===== config.mk =====
export PLATFORM = sky130hd
export DESIGN_NAME = instruction_fetch
export DESIGN_NICKNAME = d
export VERILOG_FILES = /design/src/rtl/instruction_fetch_pkg.sv /design/src/rtl/instruction_fetch_timeout.sv /design/src/rtl/instruction_fetch.sv
export SDC_FILE = /design/constraint.sdc
export NUM_CORES = 1
export LEC_CHECK = 0
export BUFFER_PORTS_ARGS = -buffer_cell sky130_fd_sc_hd__buf_2
export CAP_MARGIN = 20
export CORE_AREA = 5 5 84 86
export DETAILED_ROUTE_END_ITERATION = 8
export DIE_AREA = 0 0 89 91
export PLACE_DENSITY = 0.77
export SLEW_MARGIN = 20
export SYNTH_ARGS = -nofsm -noshare
export SYNTH_HDL_FRONTEND = slang
export SYNTH_SLANG_ARGS = --single-unit

===== constraint.sdc =====
create_clock -name clk -period 2.3 [get_ports clk]
set_input_delay 0.115 -clock clk [delete_from_list [all_inputs] [get_ports clk]]
set_output_delay 0.115 -clock clk [all_outputs]
set_load 0.02 [all_outputs]

===== src/rtl/instruction_fetch_pkg.sv =====
// Shared definitions for the fetch stage: phase one-hot encodings, default NOP
// and fetch state encodings.
package instruction_fetch_pkg;

  localparam logic [4:0] PH_F = 5'b00001;
  localparam logic [4:0] PH_D = 5'b00010;
  localparam logic [4:0] PH_E = 5'b00100;
  localparam logic [4:0] PH_M = 5'b01000;
  localparam logic [4:0] PH_W = 5'b10000;

  localparam logic [31:0] NOP_DEFAULT = 32'h0000_0000;

  typedef enum logic {
    IF_IDLE = 1'b0,
    IF_BUSY = 1'b1
  } if_state_e;

endpackage


===== src/rtl/instruction_fetch_timeout.sv =====
// 8-bit wait-state counter for an outstanding fetch; expired flags the final
// permitted cycle so the caller can abort on that same edge.
module fetch_timeout #(
  parameter int unsigned LIMIT = 16
) (
  input  logic       clk,
  input  logic       clr,
  input  logic       en,
  output logic [7:0] count,
  output logic       expired
);

  localparam logic [7:0] LAST = (LIMIT == 0) ? 8'd0 : 8'(LIMIT - 1);

  always_ff @(posedge clk) begin
    if (clr)
      count <= '0;
    else if (en)
      count <= count + 8'd1;
  end

  // LIMIT of zero disables the abort entirely.
  assign expired = (LIMIT != 0) && (count == LAST);

endmodule


===== src/rtl/instruction_fetch.sv =====
// Fetch stage: samples pc in PH_F, runs a req/ack read with instruction memory,
// latches the word into ir and stalls the sequencer while the read is pending.
module instruction_fetch
  import instruction_fetch_pkg::*;
#(
  parameter int unsigned TIMEOUT_CYCLES = 16,
  parameter logic [31:0] NOP_INSN       = NOP_DEFAULT
) (
  input  logic        clk,
  input  logic        n_rst,
  input  logic        hlt,
  input  logic [4:0]  phase,
  input  logic [31:0] pc,
  output logic        imem_req,
  output logic [31:0] imem_addr,
  input  logic        imem_ack,
  input  logic [31:0] imem_rdata,
  output logic [31:0] ir,
  output logic        ir_valid,
  output logic        if_stall,
  output logic        fetch_err
);

  if_state_e  state;
  logic       clear;
  logic       tmo_clr;
  logic       tmo_en;
  logic       tmo_expired;
  logic [7:0] tmo_count;

  assign clear   = !n_rst || hlt;
  // Counter idles at zero so the first BUSY cycle always sees count==0.
  assign tmo_clr = clear || (state == IF_IDLE);
  assign tmo_en  = (state == IF_BUSY) && !imem_ack;

  fetch_timeout #(.LIMIT(TIMEOUT_CYCLES)) u_timeout (
    .clk     (clk),
    .clr     (tmo_clr),
    .en      (tmo_en),
    .count   (tmo_count),
    .expired (tmo_expired)
  );

  always_ff @(posedge clk) begin
    if (clear) begin
      state     <= IF_IDLE;
      imem_req  <= 1'b0;
      imem_addr <= '0;
      ir        <= NOP_INSN;
      ir_valid  <= 1'b0;
      if_stall  <= 1'b0;
      fetch_err <= 1'b0;
    end else begin
      case (state)
        IF_IDLE: begin
          if (phase == PH_F) begin
            if (pc[1:0] == 2'b00) begin
              imem_addr <= pc;
              imem_req  <= 1'b1;
              if_stall  <= 1'b1;
              ir_valid  <= 1'b0;
              state     <= IF_BUSY;
            end else begin
              ir        <= NOP_INSN;
              ir_valid  <= 1'b1;
              fetch_err <= 1'b1;
            end
          end
        end
        IF_BUSY: begin
          if (imem_ack) begin
            ir       <= imem_rdata;
            ir_valid <= 1'b1;
            imem_req <= 1'b0;
            if_stall <= 1'b0;
            state    <= IF_IDLE;
          end else if (tmo_expired) begin
            ir        <= NOP_INSN;
            ir_valid  <= 1'b1;
            imem_req  <= 1'b0;
            if_stall  <= 1'b0;
            fetch_err <= 1'b1;
            state     <= IF_IDLE;
          end
        end
        default: state <= IF_IDLE;
      endcase
    end
  end

endmodule


==> reports/metrics.csv <==
stage;metric;value;unit
outcome;outcome;completed;
worst_setup_path;end_kind;flip-flop;
placement;place_ws;0.489;ns
worst_setup_path;reg2reg_from;u_timeout.count[4]$_SDFFE_PP0P_;
worst_setup_path;r2r_setup_slack;0.48;ns
routing;ant_nets;0;
synth;yosysMostFrequentCell;dfxtp_1;
routing;wl_per_cell;14.0;um
power;power;0.00279;W
sta;max_freq;0.550;GHz
global_route;antenna_found_initial;0;
sta;rsz0062_at_grt;no;
floorplanning;coreArea;6200;um^2
floorplanning;rows;29;
placement;dpl_cell_area;3410;um^2
clock_tree;cts-root-buf;clkbuf_8;
synth;synth_area_leaders;dfxtp_1, a22o_1, nand2_1;
sta;slew_headroom;77.6;%
power;ir_drop;0.485;mV
worst_setup_path;worstPathArrival;2.04;ns
worst_setup_path;startpoint_type;flip-flop;
power;leakagePower;1.89;nW
sta;fin_crit;1.82;ns
floorplanning;die_w;89;um
synth;synth.distinct_cells;34;
synth;synth_cells;276;
sta;fin_skew;0.0117;ns
routing;wl;7.54;mm
clock_tree;post-cts-setup-buffers;0;
synth;synth_warnings;0;
synth;synth_top_area_cell;dfxtp_1;
min_path;min_to;imem_addr[22]$_SDFFE_PP0P_;
placement;dp.cells;480;
placement;hpwl;5.03;mm
final_layout;fin_cells;537;
synth;synth_nets;350;
global_route;grt_max_degree;34;
floorplanning;ioPinCount;141;
routing;via_per_inst;4.83;
sta;setup_viol;0;
synth;synthArstFlopShare;0;%
clock_tree;cts_made_buffers;9;
clock_tree;ctsResizeCount;0;
synth;synth-edff-count;0;
worst_setup_path;crit_required;2.53;ns
final_layout;antenna_cells;0;
final_layout;finalInstanceArea;4080;um^2
min_path;hp-start;pc[22];
job;maxCapViolCount;0;
floorplanning;die_area;8100;um^2
clock_tree;clock_path_buffers;2;
synth;synth_area;2660;um^2
synth;synth_common_cells;dfxtp_1, nand2_1, a22o_1;
global_route;overflow;0;
placement;io_buffers;140;
clock_tree;worstSkewPairLatency;0.34;ns
sta;worst_pin_slew;0.331;ns
sta;hold_violations;0;
global_route;grtUsageTotal;18.0;%
synth;avgSynthCellArea;9.65;um^2
clock_tree;clkTransAtPathRegs;0.08;ns
min_path;hold_class;input pin to flip-flop;
power;p_per_area;683;nW/um^2
synth;synthFlopType;dfxtp_1;
final_layout;drive_above_1_share;36.1;%
clock_tree;h-tree-depth;3;
min_path;min_path_cells;3;
synth;ys_ff_latch;76;
routing;firstDrtPassIters;4;
worst_setup_path;crit_path_max_fanout;32;
clock_tree;cts.sinks;76;
floorplanning;die_height;91;um
final_layout;final_net_count;529;
synth;seq_area_frac_synth;57.1;%
global_route;grt_first_pass_wirelength;11.4;mm
synth;synth_top_area_share;57.1;%
worst_setup_path;r2r_cells;5;
floorplanning;start_util;42.9;%
sta;finalSetupTns;0;ns
routing;drcViolationCount;0;
final_layout;syn_to_final_growth;53.3;%
sta;slew_violations;0;
worst_setup_path;rr_endpoint;ir[6]$_SDFFE_PP0P_;
clock_tree;cts_tree;done;
sta;fin_crit_sh;79.0;%
routing;num_vias;2593;
placement;place_congestion;0.783;
routing;dr.first_iter.drc_count;104;
worst_setup_path;critPathKind;flip-flop to flip-flop;
global_route;grt_pass1_vias;2426;
sta;fin_ws;0.482;ns
[layout by cell type (no fill, tap or decap), drive strengths merged]
| cell | instances |
|---|---|
| clkinv | 3 |
| nand2 | 66 |
| xor2 | 4 |
| mux2i | 1 |
| nand4b | 1 |
| bufinv | 4 |
| xnor2 | 2 |
| nor4 | 2 |
| a211oi | 1 |
| nand4 | 1 |
| inv | 1 |
| o21ai | 3 |
| dlygate4sd3 | 41 |
| nor2 | 12 |
| o2111ai | 1 |
| nand2b | 1 |
| a22o | 32 |
| nor2b | 3 |
| a21oi | 31 |
| nor3 | 3 |
| ha | 1 |
| or4b | 2 |
| nand3 | 2 |
| clkbuf | 9 |
| a2bb2oi | 1 |
| and4b | 1 |
| buf | 147 |
| and3 | 5 |
| or4 | 2 |
| nor4b | 1 |
| dfxtp | 76 |
[routing by layer]
layer	vias to the layer above	wire length [um]	track usage, %
li1	1311	-	-
met1	1187	2820	19.7
met2	77	4020	32.0
met3	18	475	3.80
met4	0	221	8.81
met5	-	0	0
[kinds of logic (layout without fill, tap and decap cells)]
logic type / Yosys count / count (layout) / share of synthesized area [%]
adder cells (fa/ha/maj): 1 / 1 / 0.470
XOR/XNOR: 6 / 6 / 1.97
buffers and inverters: 21 / 205 / 4.23
flip-flops: 76 / 76 / 57.1
multiplexers: 1 / 1 / 0.376
AND/OR/NAND/NOR: 102 / 102 / 18.0
AO/OA/AOI/OAI: 69 / 69 / 17.8
[worst max path at each step]
| stage | start | end | slack, ns | cells after the start |
|---|---|---|---|---|
| floorplan | state$_SDFF_PP0_ | ir[0]$_SDFFE_PP0P_ | 0.71 | 6 |
| detailed placement | u_timeout.count[4]$_SDFFE_PP0P_ | ir[15]$_SDFFE_PP0P_ | 0.49 | 5 |
| finish | u_timeout.count[4]$_SDFFE_PP0P_ | ir[6]$_SDFFE_PP0P_ | 0.48 | 5 |
| CTS | u_timeout.count[4]$_SDFFE_PP0P_ | ir[6]$_SDFFE_PP0P_ | 0.48 | 5 |
| global placement | u_timeout.count[4]$_SDFFE_PP0P_ | ir[11]$_SDFFE_PP0P_ | 0.54 | 5 |
| global route | u_timeout.count[4]$_SDFFE_PP0P_ | ir[10]$_SDFFE_PP0P_ | 0.35 | 5 |
[per-stage QoR]
stage	hold slack (ns)	utilization (%)
after floorplan	0.248	-
after global placement	0.329	55.0
after detailed placement	0.334	55.0
after CTS	0.0000584	65.7
after global routing	0.00210	65.8
final	0.0115	65.8
[report_power, final]
group,switching (W),internal (W),leakage [nW]
sequential,0.000000627,0.00132,0.612
clock,0.000482,0.000829,0.133
combinational,0.0000601,0.000101,1.14
[registers in the layout (all words and copies together) (netlist names)]
| signal | cells |
|---|---|
| fetch_err | 1 |
| imem_addr | 32 |
| u_timeout.count | 8 |
| state | 1 |
| ir | 32 |
| ir_valid | 1 |
| if_stall | 1 |
[final cells by class]
type                            instances  area (um^2)
Multi-Input combinational cell        179         1040
Clock buffer                            9          124
Fill cell                             497         2120
Tap cell                               77         96.3
Sequential cell                        76         1520
Timing Repair Buffer                  188         1160
Inverter                                1         3.75
Clock inverter                          7          139
[worst max-delay path, cell delays in order, from the launching register on]
cell	delay, ns
dfxtp_1	0.37
or4b_1	0.52
o21ai_1	0.29
nor3_4	0.07
buf_4	0.24
a22o_1	0.22
[what timing repair did]
action | in CTS | in global routing
endpoints found under the setup margin | 0 | 0
hold buffers | 40 | 1
endpoints found under the hold margin | 40 | 1
Power figures use the tool's default switching activity.
